File: src/rtl/mem_io_pkg.sv
// Shared constants, FSM state encoding and address-region codes for the
// memory/IO load-store sequencer.
package mem_io_pkg;

  localparam logic [31:0] IO_BASE  = 32'hFFFF_FC00;
  localparam logic [31:0] LED_ADDR = 32'hFFFF_FC60;
  localparam logic [31:0] SW_ADDR  = 32'hFFFF_FC70;

  localparam int MEM_LAT_DEF = 1;
  localparam int MEM_AW_DEF  = 14;

  typedef enum logic [2:0] {
    ST_IDLE   = 3'd0,
    ST_MEM_RD = 3'd1,
    ST_MEM_WR = 3'd2,
    ST_IO     = 3'd3,
    ST_RESP   = 3'd4
  } state_e;

  typedef enum logic [1:0] {
    REG_MEM = 2'd0,
    REG_LED = 2'd1,
    REG_SW  = 2'd2,
    REG_ERR = 2'd3
  } region_e;

endpackage

File: src/rtl/mem_io_decode.sv
// Combinational address decode: byte address plus direction -> target region.
// Misalignment is checked first so it overrides every other match.
module mem_io_decode #(
  parameter logic [31:0] IO_BASE  = mem_io_pkg::IO_BASE,
  parameter logic [31:0] LED_ADDR = mem_io_pkg::LED_ADDR,
  parameter logic [31:0] SW_ADDR  = mem_io_pkg::SW_ADDR
) (
  input  logic [31:0]         addr_i,
  input  logic                write_i,
  output mem_io_pkg::region_e region_o
);

  always_comb begin
    region_o = mem_io_pkg::REG_ERR;
    if (addr_i[1:0] != 2'b00) begin
      region_o = mem_io_pkg::REG_ERR;
    end else if (addr_i < IO_BASE) begin
      region_o = mem_io_pkg::REG_MEM;
    end else if ((addr_i == LED_ADDR) && write_i) begin
      region_o = mem_io_pkg::REG_LED;
    end else if ((addr_i == SW_ADDR) && !write_i) begin
      region_o = mem_io_pkg::REG_SW;
    end
  end

endmodule

File: src/rtl/mem_io_seq.sv
// Load/store sequencer: accepts one request at a time, runs the block-RAM read,
// one-cycle write strobe or LED/switch access, then emits a one-cycle response.
module mem_io_seq #(
  parameter int          MEM_LAT  = mem_io_pkg::MEM_LAT_DEF,
  parameter int          MEM_AW   = mem_io_pkg::MEM_AW_DEF,
  parameter logic [31:0] IO_BASE  = mem_io_pkg::IO_BASE,
  parameter logic [31:0] LED_ADDR = mem_io_pkg::LED_ADDR,
  parameter logic [31:0] SW_ADDR  = mem_io_pkg::SW_ADDR
) (
  input  logic              clk,
  input  logic              rst,
  // Handshake: a request transfers on a rising edge where req_valid & req_ready;
  // the requester holds its inputs stable until then. resp_valid is a one-cycle
  // pulse with no back-pressure; resp_rdata/resp_err hold until the next response.
  input  logic              req_valid,
  input  logic              req_write,
  input  logic [31:0]       req_addr,
  input  logic [31:0]       req_wdata,
  output logic              req_ready,
  output logic              resp_valid,
  output logic [31:0]       resp_rdata,
  output logic              resp_err,
  output logic [MEM_AW-1:0] mem_addr,
  output logic [31:0]       mem_wdata,
  output logic              mem_we,
  input  logic [31:0]       mem_rdata,
  input  logic [15:0]       sw_data,
  output logic [15:0]       led_out
);

  localparam int CW = (MEM_LAT > 1) ? $clog2(MEM_LAT) : 1;

  mem_io_pkg::state_e  state_q;
  mem_io_pkg::region_e region;
  logic [CW-1:0]       cnt_q;
  logic                is_wr_q;
  logic                resp_valid_q;
  logic [31:0]         resp_rdata_q;
  logic                resp_err_q;
  logic [MEM_AW-1:0]   mem_addr_q;
  logic [31:0]         mem_wdata_q;
  logic                mem_we_q;
  logic [15:0]         led_q;

  mem_io_decode #(
    .IO_BASE (IO_BASE),
    .LED_ADDR(LED_ADDR),
    .SW_ADDR (SW_ADDR)
  ) u_decode (
    .addr_i  (req_addr),
    .write_i (req_write),
    .region_o(region)
  );

  always_ff @(posedge clk) begin
    if (rst) begin
      state_q      <= mem_io_pkg::ST_IDLE;
      cnt_q        <= '0;
      is_wr_q      <= 1'b0;
      resp_valid_q <= 1'b0;
      resp_rdata_q <= '0;
      resp_err_q   <= 1'b0;
      mem_addr_q   <= '0;
      mem_wdata_q  <= '0;
      mem_we_q     <= 1'b0;
      led_q        <= '0;
    end else begin
      resp_valid_q <= 1'b0;
      mem_we_q     <= 1'b0;
      case (state_q)
        mem_io_pkg::ST_IDLE: begin
          if (req_valid) begin
            mem_addr_q  <= req_addr[MEM_AW+1:2];
            mem_wdata_q <= req_wdata;
            is_wr_q     <= req_write;
            cnt_q       <= '0;
            case (region)
              mem_io_pkg::REG_MEM: begin
                if (req_write) begin
                  state_q  <= mem_io_pkg::ST_MEM_WR;
                  mem_we_q <= 1'b1;
                end else begin
                  state_q  <= mem_io_pkg::ST_MEM_RD;
                end
              end
              mem_io_pkg::REG_LED, mem_io_pkg::REG_SW: state_q <= mem_io_pkg::ST_IO;
              default: begin
                // Rejected request: respond next cycle with no side effects.
                state_q      <= mem_io_pkg::ST_RESP;
                resp_valid_q <= 1'b1;
                resp_err_q   <= 1'b1;
                resp_rdata_q <= '0;
              end
            endcase
          end
        end
        mem_io_pkg::ST_MEM_RD: begin
          if (cnt_q == CW'(MEM_LAT - 1)) begin
            state_q      <= mem_io_pkg::ST_RESP;
            resp_valid_q <= 1'b1;
            resp_err_q   <= 1'b0;
            resp_rdata_q <= mem_rdata;
          end else begin
            cnt_q <= cnt_q + CW'(1);
          end
        end
        mem_io_pkg::ST_MEM_WR: begin
          state_q      <= mem_io_pkg::ST_RESP;
          resp_valid_q <= 1'b1;
          resp_err_q   <= 1'b0;
          resp_rdata_q <= '0;
        end
        mem_io_pkg::ST_IO: begin
          state_q      <= mem_io_pkg::ST_RESP;
          resp_valid_q <= 1'b1;
          resp_err_q   <= 1'b0;
          if (is_wr_q) begin
            led_q        <= mem_wdata_q[15:0];
            resp_rdata_q <= '0;
          end else begin
            resp_rdata_q <= {16'h0000, sw_data};
          end
        end
        mem_io_pkg::ST_RESP: state_q <= mem_io_pkg::ST_IDLE;
        default:             state_q <= mem_io_pkg::ST_IDLE;
      endcase
    end
  end

  assign req_ready  = (state_q == mem_io_pkg::ST_IDLE);
  assign resp_valid = resp_valid_q;
  assign resp_rdata = resp_rdata_q;
  assign resp_err   = resp_err_q;
  assign mem_addr   = mem_addr_q;
  assign mem_wdata  = mem_wdata_q;
  assign mem_we     = mem_we_q;
  assign led_out    = led_q;

endmodule
File: config.mk
export PLATFORM = sky130hd
export DESIGN_NAME = mem_io_seq
export DESIGN_NICKNAME = d
export VERILOG_FILES = /design/src/rtl/mem_io_pkg.sv /design/src/rtl/mem_io_decode.sv /design/src/rtl/mem_io_seq.sv
export SDC_FILE = /design/constraint.sdc
export NUM_CORES = 1
export LEC_CHECK = 0
export CAP_MARGIN = 40
export CORE_ASPECT_RATIO = 0.9
export CORE_MARGIN = 2
export CORE_UTILIZATION = 41
export CTS_CLUSTER_SIZE = 10
export DETAILED_ROUTE_END_ITERATION = 8
export GPL_ROUTABILITY_DRIVEN = 0
export GPL_TIMING_DRIVEN = 0
export PLACE_DENSITY_LB_ADDON = 0.05
export SLEW_MARGIN = 20
export SYNTH_ARGS = -nofsm -noshare
export SYNTH_HDL_FRONTEND = slang
export SYNTH_HIERARCHICAL = 1
export SYNTH_SLANG_ARGS = --single-unit
File: constraint.sdc
create_clock -name clk -period 5 [get_ports clk]
set_input_delay 0.75 -clock clk [delete_from_list [all_inputs] [get_ports clk]]
set_output_delay 0.75 -clock clk [all_outputs]
set_load 0.03 [all_outputs]
==> impl_metrics.tcl, run 1 <==
set metrics [dict create \
    fmax_ghz 0.3203 \
    route.detailed.drc 0 \
    hold_class "reg -> reg" \
    hold_buffers 0 \
    areaGrowthSynthToFinish_pct 65.26 \
    grt_pass1_wl_mm 17.24 \
    first_iter_violations 125 \
    core_um2 9042 \
    die_area_um2 10000 \
    layout_min_cycle_time_ps 3122 \
    post-route-util_pct 69.06 \
    ios 214 \
    p_clk_share_pct 29.3 \
    synth_ff_type "dfxtp_1" \
    synth-seq-cells 101 \
    wl_per_cell_um 14.11 \
    placed_area_um2 6053 \
    die_w_um 105.2 \
    clock_path_buffers 2 \
    htree_levels 3 \
    setup_tns_ps 0 \
    vias 3755 \
    layout.nets 769 \
    p_sw_uw 487.0 \
    ir_worst_vdd_uv 156.2 \
    critPathKind "in -> reg" \
    syn_area_per_cell_um2 8.829 \
    crit_fanout 10 \
    drtPass1Iterations 4 \
    drive_gt1_share_pct 6.402 \
    slew_violations 0 \
    overflow 0 \
    root_buffer "clkbuf_8" \
    cts_buffers 9 \
    rsz0062_at_grt "no" \
    power.leakage_uw 0.002296 \
    yosys_warnings 6 \
    first_global_vias 3601 \
    status "finished clean" \
    seq_area_frac_synth_pct 53.51 \
    io_buffers 212 \
    insertion_delay_ps 360 \
    tritoncts "yes" \
    cp-start-kind "input pin" \
    timing.slew.headroom_pct 63.61 \
    post-route-period-util_pct 62.43 \
    die_h_um 95.08 \
    syn_inst 428 \
    stdcell_area_um2 6245 \
    track_usage_pct 21.25 \
    setup_viol 0 \
    drv_cap 0 \
    drt-total-wl_mm 10.98 \
    synth_edf_count 0 \
    combPwrFrac_pct 20.2 \
    cts_setup_buffers 0 \
    cp_data_arrival_time_ps 3400 \
    clkSlewWorstSetupHoldPaths_ps 100 \
    seqPwrFrac_pct 50.5 \
    viasPerCell 4.826 \
    fp-row-count 33 \
    netSwitchingFraction_pct 28.81 \
    cts_sinks 101 \
    ant_nets 0 \
    hold_viol 0 \
    skew_ps 13.31 \
    synth.net_count 546 \
    antennaDiodeCount 0 \
    worst_pin_slew_ps 545.9 \
    required_ps 5280 \
    end_kind "flip-flop" \
    ys_async_sr_fraction_pct 0 \
    p_per_area_nw_per_um2 270.8 \
    hpwl_mm 8.528 \
    grt_max_degree 20 \
    intPower_uw 1204 \
    antenna_found_initial 0 \
    initial_core_util_pct 41.79 \
    post_cts_resized 0 \
    syn_area_um2 3779 \
    yosys.cell_types.count 31 \
]
==> cell type report <==
| cell class | count | area [µm²] |
|---|---|---|
| Clock buffer | 9 | 123.9 |
| Sequential cell | 101 | 2022 |
| Multi-Input combinational cell | 290 | 1556 |
| Fill cell | 746 | 2798 |
| Buffer | 33 | 185.2 |
| Timing Repair Buffer | 212 | 2122 |
| Clock inverter | 7 | 67.56 |
| Inverter | 4 | 15.01 |
| Tap cell | 122 | 152.6 |
==> flip-flops by register name, indices dropped and copies added (netlist names) <==
register	cells
mem_wdata	32
resp_valid	1
led_out	16
state_q	3
mem_addr	14
is_wr_q	1
resp_err	1
resp_rdata	32
mem_we	1
==> critical path, stage by stage <==
cell and delay, ps:
clkdlybuf4s50_1 420, and4bb_2 310, nand4_1 120, nor3b_1 230, o21ai_1 100, ha_1 250
a211o_1 300, a21oi_1 440, buf_2 320, o2bb2ai_1 150
==> synthesized netlist by cell type, drive strengths merged, types with 2 or more instances <==
cell | number | area share (%)
clkbuf | 13 | 1.3
buf | 20 | 3.6
inv | 4 | 0.40
nor2 | 3 | 0.93
and4bb | 2 | 0.66
a22o | 17 | 3.9
nor2b | 17 | 2.8
nor3b | 4 | 0.79
nor4 | 3 | 0.83
a21oi | 82 | 11
nor3 | 2 | 0.26
nand2 | 126 | 13
ha | 2 | 0.66
dfxtp | 101 | 54
o2bb2ai | 16 | 3.7
o21ai | 2 | 0.26
nand4 | 6 | 0.99
==> per-layer routing <==
| layer | up-vias | GRT usage (%) | wire length (µm) | part of all wire (%) |
|---|---|---|---|---|
| met5 | - | 0 | 0 | 0 |
| met4 | 0 | 6.778 | 209 | 1.9 |
| met3 | 19 | 7.792 | 946 | 8.6 |
| met2 | 141 | 36.45 | 5183 | 47 |
| met1 | 1693 | 24.87 | 4635 | 42 |
| li1 | 1902 | - | - | - |
==> cells by family (layout without fill, tap and decap cells) <==
logic type | after synthesis | in the layout | share of synthesized area, %
buffers and inverters | 37 | 265 | 5.298
AOI/OAI and AO/OA | 118 | 118 | 19.01
adders and majority gates | 2 | 2 | 0.6621
DFF | 101 | 101 | 53.51
and+or+nand+nor | 170 | 170 | 21.52
==> path summary, 6_finish.rpt <==
path	from	end	slack, ps	depth (start not counted)
max	req_addr[9]	resp_rdata[4]	1880	10
min	mem_wdata[20]	mem_wdata[20]	460	2
max reg2reg	state_q[1]	led_out[6]	3280	5
min reg2reg	mem_wdata[20]	mem_wdata[20]	460	2
==> placed cells by master (no fill, tap or decap), types with 6 or more instances in the layout <==
master           count
clkbuf_8             9
nor2b_1             17
a21oi_1             82
o2bb2ai_1           16
dfxtp_1            101
buf_2               13
clkdlybuf4s50_1    212
clkbuf_1            13
a22o_1              17
nand4_1              6
buf_6                6
nand2_1            126
==> power groups by stage <==
| stage | sequential [µW] | combinational [µW] | clock, µW |
|---|---|---|---|
| 2_1_floorplan | 931 | 101 | 0 |
| 3_3_place_gp | 872 | 337 | 0 |
| 3_5_place_dp | 873 | 342 | 0 |
| 4_1_cts | 855 | 344 | 511 |
| 5_1_grt | 859 | 366 | 541 |
| 6_report | 855 | 341 | 495 |
==> through the flow <==
stage,power [µW],cells,hold WS (ps),setup WS [ps]
floorplan,1032,428,458.7,2372
global placement,1209,762,441.0,1560
detailed placement,1216,762,446.0,1486
CTS,1710,778,460.2,1859
global route,1766,778,479.6,1598
finish,1691,778,458.4,1878
Note: power is estimated with default switching activity, not from simulation.
==> inputs of run 2 (changes only) <==
- CORE_UTILIZATION: 41 -> 34
- clock period: 5 -> 2.8 ns (I/O delays scaled with it)
==> run 2 against run 1 <==
Worst setup slack lost 1800 ps. Non-clock buffer count did not move. Sequential share of layout area decreased by 0.60 points. Sequential power up 79%. Highest routed layer unchanged.
==> impl_metrics.tcl, run 2 (synthesized netlist as in run 1, its figures left out) <==
set metrics [dict create \
    status "finished clean" \
    cts_buffers 9 \
    route.detailed.drc 0 \
    final_common_cell "clkdlybuf4s50_1" \
    placed_area_um2 6067 \
    vias 3753 \
    clock_path_buffers 2 \
    timing.slew.headroom_pct 62.02 \
    drv_cap 0 \
    viasPerCell 4.757 \
    overflow 0 \
    fmax_ghz 0.3741 \
    hold_viol 0 \
    cts_sinks 101 \
    final_cell_mix "clkdlybuf4s50_1 (212), nand2_1 (126), dfxtp_1 (101)" \
    hold_depth 2 \
    drt-total-wl_mm 11.25 \
    wl_per_cell_um 14.25 \
    slew_violations 0 \
    post-route-period-util_pct 95.45 \
    first_global_vias 3639 \
    htree_levels 3 \
    stdcell_area_um2 6364 \
    die_h_um 104.0 \
    initial_core_util_pct 34.95 \
    rsz0062_at_grt "no" \
    io_buffers 212 \
    track_usage_pct 18.51 \
    p_per_area_nw_per_um2 520.2 \
    critPathKind "in -> reg" \
    holdWs_ps 452.0 \
    grt_max_degree 17 \
    end_kind "flip-flop" \
    r2r-end "led_out[6]" \
    fin_cells 789 \
    setup_tns_ps 0 \
    worst_pin_slew_ps 569.7 \
    grt_pass1_wl_mm 17.64 \
    die_area_um2 11970 \
    cp-start-kind "input pin" \
    hold_path_end "mem_wdata[24]" \
    hp-start "mem_wdata[24]" \
    clkSlewWorstSetupHoldPaths_ps 70 \
    cp-startpoint "req_addr[8]" \
    layout.nets 769 \
    dp_cells 773 \
    post_cts_resized 1 \
    crit_fanout 10 \
    drive_gt1_share_pct 6.707 \
    reg2reg_slack_ps 1070 \
    areaGrowthSynthToFinish_pct 68.41 \
    cts_setup_buffers 0 \
    setup_viol 0 \
    drtPass1Iterations 6 \
    required_ps 3080 \
    root_buffer "clkbuf_16" \
    core_um2 10810 \
    fp-row-count 36 \
    post-route-util_pct 58.87 \
    tritoncts "yes" \
    hold_class "reg -> reg" \
    cp_data_arrival_time_ps 2950 \
    first_iter_violations 124 \
    ant_nets 0 \
    skew_ps 6.823 \
    ir_worst_vdd_uv 317.9 \
    die_w_um 115.1 \
    rr_worst_depth 5 \
    hold_buffers 0 \
    layout_min_cycle_time_ps 2673 \
    antenna_found_initial 0 \
    antennaDiodeCount 0 \
    hpwl_mm 8.662 \
    ios 214 \
    insertion_delay_ps 340 \
    r2r_start "state_q[1]" \
    power.leakage_uw 0.002335 \
]
run 2: cell count changes in the layout (fill, tap and decap cells not counted), sizes merged:
cell | before | now
clkinvlp | 0 | 2
inv | 8 | 5
clkinv | 3 | 2
clkbuf | 22 | 24
run 2: cell type report:
type | instances | area (µm²)
Sequential cell | 101 | 2022
Tap cell | 133 | 166.4
Timing Repair Buffer | 212 | 2122
Multi-Input combinational cell | 290 | 1567
Clock inverter | 5 | 33.78
Fill cell | 977 | 4447
Clock buffer | 11 | 252.7
Inverter | 4 | 15.01
Buffer | 33 | 185.2
run 2: stage by stage:
step,worst slack (ps),power (µW)
floorplan,501.7,1843
global placement,-362.6,2165
detailed placement,-421.0,2173
CTS,78.98,3353
global route,8.567,3467
finish,127.3,3310
run 2: report_power, final:
| part | internal, µW | switching, µW |
|---|---|---|
| clock | 651 | 522 |
| combinational | 310 | 300 |
| sequential | 1490 | 33.0 |
run 2: worst max-delay path by stage:
stage | endpoint | slack (ps) | cells after the start
floorplan | resp_rdata[20] | 500 | 9
global placement | resp_rdata[8] | -360 | 10
detailed placement | resp_rdata[27] | -420 | 10
CTS | resp_rdata[27] | 80 | 10
global route | resp_rdata[27] | 9 | 10
finish | resp_rdata[27] | 130 | 10
run 2: metal layers:
layer	track usage (%)	vias up	part of all wire, %
li1	-	1909	-
met1	21.44	1687	43
met2	30.80	147	45
met3	8.159	10	11
met4	5.336	0	1.1
met5	0	-	0
run 2: critical path, cell delays in order:
cell,delay (ps)
clkdlybuf4s50_1,420
and4bb_2,310
nand4_1,120
nor3b_1,210
o21ai_1,110
ha_1,270
a211o_1,320
a21oi_2,290
buf_2,290
a22o_1,180
==> inputs of run 3 (changes only) <==
- RECOVER_POWER: not set -> 50
- REMOVE_ABC_BUFFERS: not set -> 1
==> run 3 against run 2 <==
Hold slack lost 3.8 ps. Final area fell by 1.1%. Die area is the same. Sequential power hardly changed. Critical path depth did not move.
==> impl_metrics.tcl, run 3 (synthesized netlist as in run 1, its figures left out) <==
set metrics [dict create \
    areaGrowthSynthToFinish_pct 66.59 \
    fp-row-count 36 \
    finalPower_uw 3402 \
    required_ps 3060 \
    post-route-period-util_pct 90.51 \
    combPwrFrac_pct 17.0 \
    worstPathCellList "clkdlybuf4s50_1 -> and4bb_2 -> nand4_1 -> nor3b_1 -> o21ai_1 -> ha_1 -> a211o_1 -> a21oi_4 -> buf_16 -> o2bb2ai_1" \
    tritoncts "yes" \
    antennaDiodeCount 0 \
    ios 214 \
    cp-startpoint "req_addr[9]" \
    hold_class "reg -> reg" \
    die_w_um 115.1 \
    root_buffer "clkbuf_16" \
    r2r_start "state_q[1]" \
    ant_nets 0 \
    route.detailed.drc 0 \
    reg2reg_slack_ps 390 \
    antenna_found_initial 0 \
    first_global_vias 3453 \
    cts_buffers 9 \
    intPower_uw 2563 \
    hold_buffers 0 \
    first_iter_violations 97 \
    drt-total-wl_mm 10.80 \
    worst_pin_slew_ps 1181 \
    r2r-end "mem_wdata[5]" \
    p_sw_uw 838.6 \
    die_area_um2 11970 \
    multiInputGateArea_um2 1570 \
    clock_path_buffers 2 \
    wl_per_cell_um 14.08 \
    insertion_delay_ps 340 \
    placed_area_um2 5992 \
    netSwitchingFraction_pct 24.65 \
    grt_max_degree 71 \
    seq_area_um2 2022 \
    drtPass1Iterations 4 \
    die_h_um 104.0 \
    cp_slowest_stage_delay_ps 430 \
    final_cell_mix "nand2_1 (126), clkdlybuf4s50_1 (118), dfxtp_1 (101)" \
    stdcell_area_um2 6295 \
    rr_worst_depth 4 \
    end_kind "flip-flop" \
    htree_levels 3 \
    status "finished clean" \
    cp_slowest_cell "clkdlybuf4s50_1" \
    cp-start-kind "input pin" \
    layout_min_cycle_time_ps 2534 \
    seqPwrFrac_pct 44.8 \
    layout.nets 747 \
    critPathKind "in -> reg" \
    fillers 981 \
    drive_gt1_share_pct 5.205 \
    grt_pass1_wl_mm 16.99 \
    power.leakage_uw 0.002591 \
    slew_violations 0 \
    hold_viol 0 \
    overflow 0 \
    crit_fanout 27 \
    fmax_ghz 0.3946 \
    hpwl_mm 7.733 \
    vias 3624 \
    setup_viol 0 \
    core_um2 10810 \
    critPathCapture "resp_rdata[9]" \
    track_usage_pct 17.71 \
    fin_cells 767 \
    viasPerCell 4.725 \
    p_per_area_nw_per_um2 540.4 \
    p_clk_share_pct 38.1 \
    post-route-util_pct 58.23 \
    skew_ps 10.31 \
    drv_cap 0 \
    initial_core_util_pct 34.95 \
    clkSlewWorstSetupHoldPaths_ps 70 \
    ir_worst_vdd_uv 410.6 \
    io_buffers 213 \
    cp_data_arrival_time_ps 2790 \
    cts_sinks 101 \
    timing.slew.headroom_pct 21.24 \
    dp_cells 750 \
    final_common_cell "nand2_1" \
    rsz0062_at_grt "no" \
]
-- run 3: power groups by stage --
| stage | combinational [µW] | sequential, µW | clock, µW |
|---|---|---|---|
| after floorplan | 144 | 1670 | 0 |
| after global placement | 588 | 1560 | 0 |
| after detailed placement | 603 | 1560 | 0 |
| after CTS | 605 | 1530 | 1340 |
| after global routing | 625 | 1530 | 1390 |
| final | 580 | 1530 | 1300 |
-- run 3: metal layers --
| metal | up-vias | share of wire, % | GRT usage [%] |
|---|---|---|---|
| met5 | - | 0 | 0 |
| met4 | 0 | 1.0 | 4.733 |
| met3 | 9 | 10 | 7.459 |
| met2 | 132 | 47 | 29.66 |
| met1 | 1622 | 42 | 20.71 |
| li1 | 1861 | - | - |
-- run 3: layout make-up --
class	count	share of cell area, %
Sequential cell	101	32.12
Timing Repair Buffer	223	35.14
Clock inverter	4	1.153
Tap cell	133	2.644
Inverter	4	0.2385
Clock buffer	12	3.757
Multi-Input combinational cell	290	24.95
-- run 3: worst min path at each step --
stage | start | end | cells past startpoint
global placement | mem_wdata[22] | mem_wdata[22] | 2
global route | mem_addr[4] | mem_addr[4] | 2
detailed placement | mem_addr[3] | mem_addr[3] | 2
finish | mem_wdata[27] | mem_wdata[27] | 2
floorplan | is_wr_q | is_wr_q | 2
CTS | mem_addr[3] | mem_addr[3] | 2
-- run 3: metrics by stage --
step / worst slack (ps) / hold slack, ps / setup TNS (ps)
2_1_floorplan: -1724 / 452.6 / -92550
3_3_place_gp: -4930 / 441.3 / -313830
3_5_place_dp: -224.0 / 446.3 / -5881
4_1_cts: 140.2 / 455.7 / 0
5_1_grt: 135.7 / 467.1 / 0
6_report: 265.8 / 448.2 / 0
-- run 3: what timing repair did --
action,CTS,global route
hold endpoints to repair,0,0
gates resized for setup,0,0
setup endpoints to repair,0,22
setup buffers,0,1
-- run 3: worst max-delay path, delay by kind of cell --
family	cells	cell delay, ps
compound gates	4	780
fa+ha+maj	1	260
simple gates	3	700
buf+inv	2	630
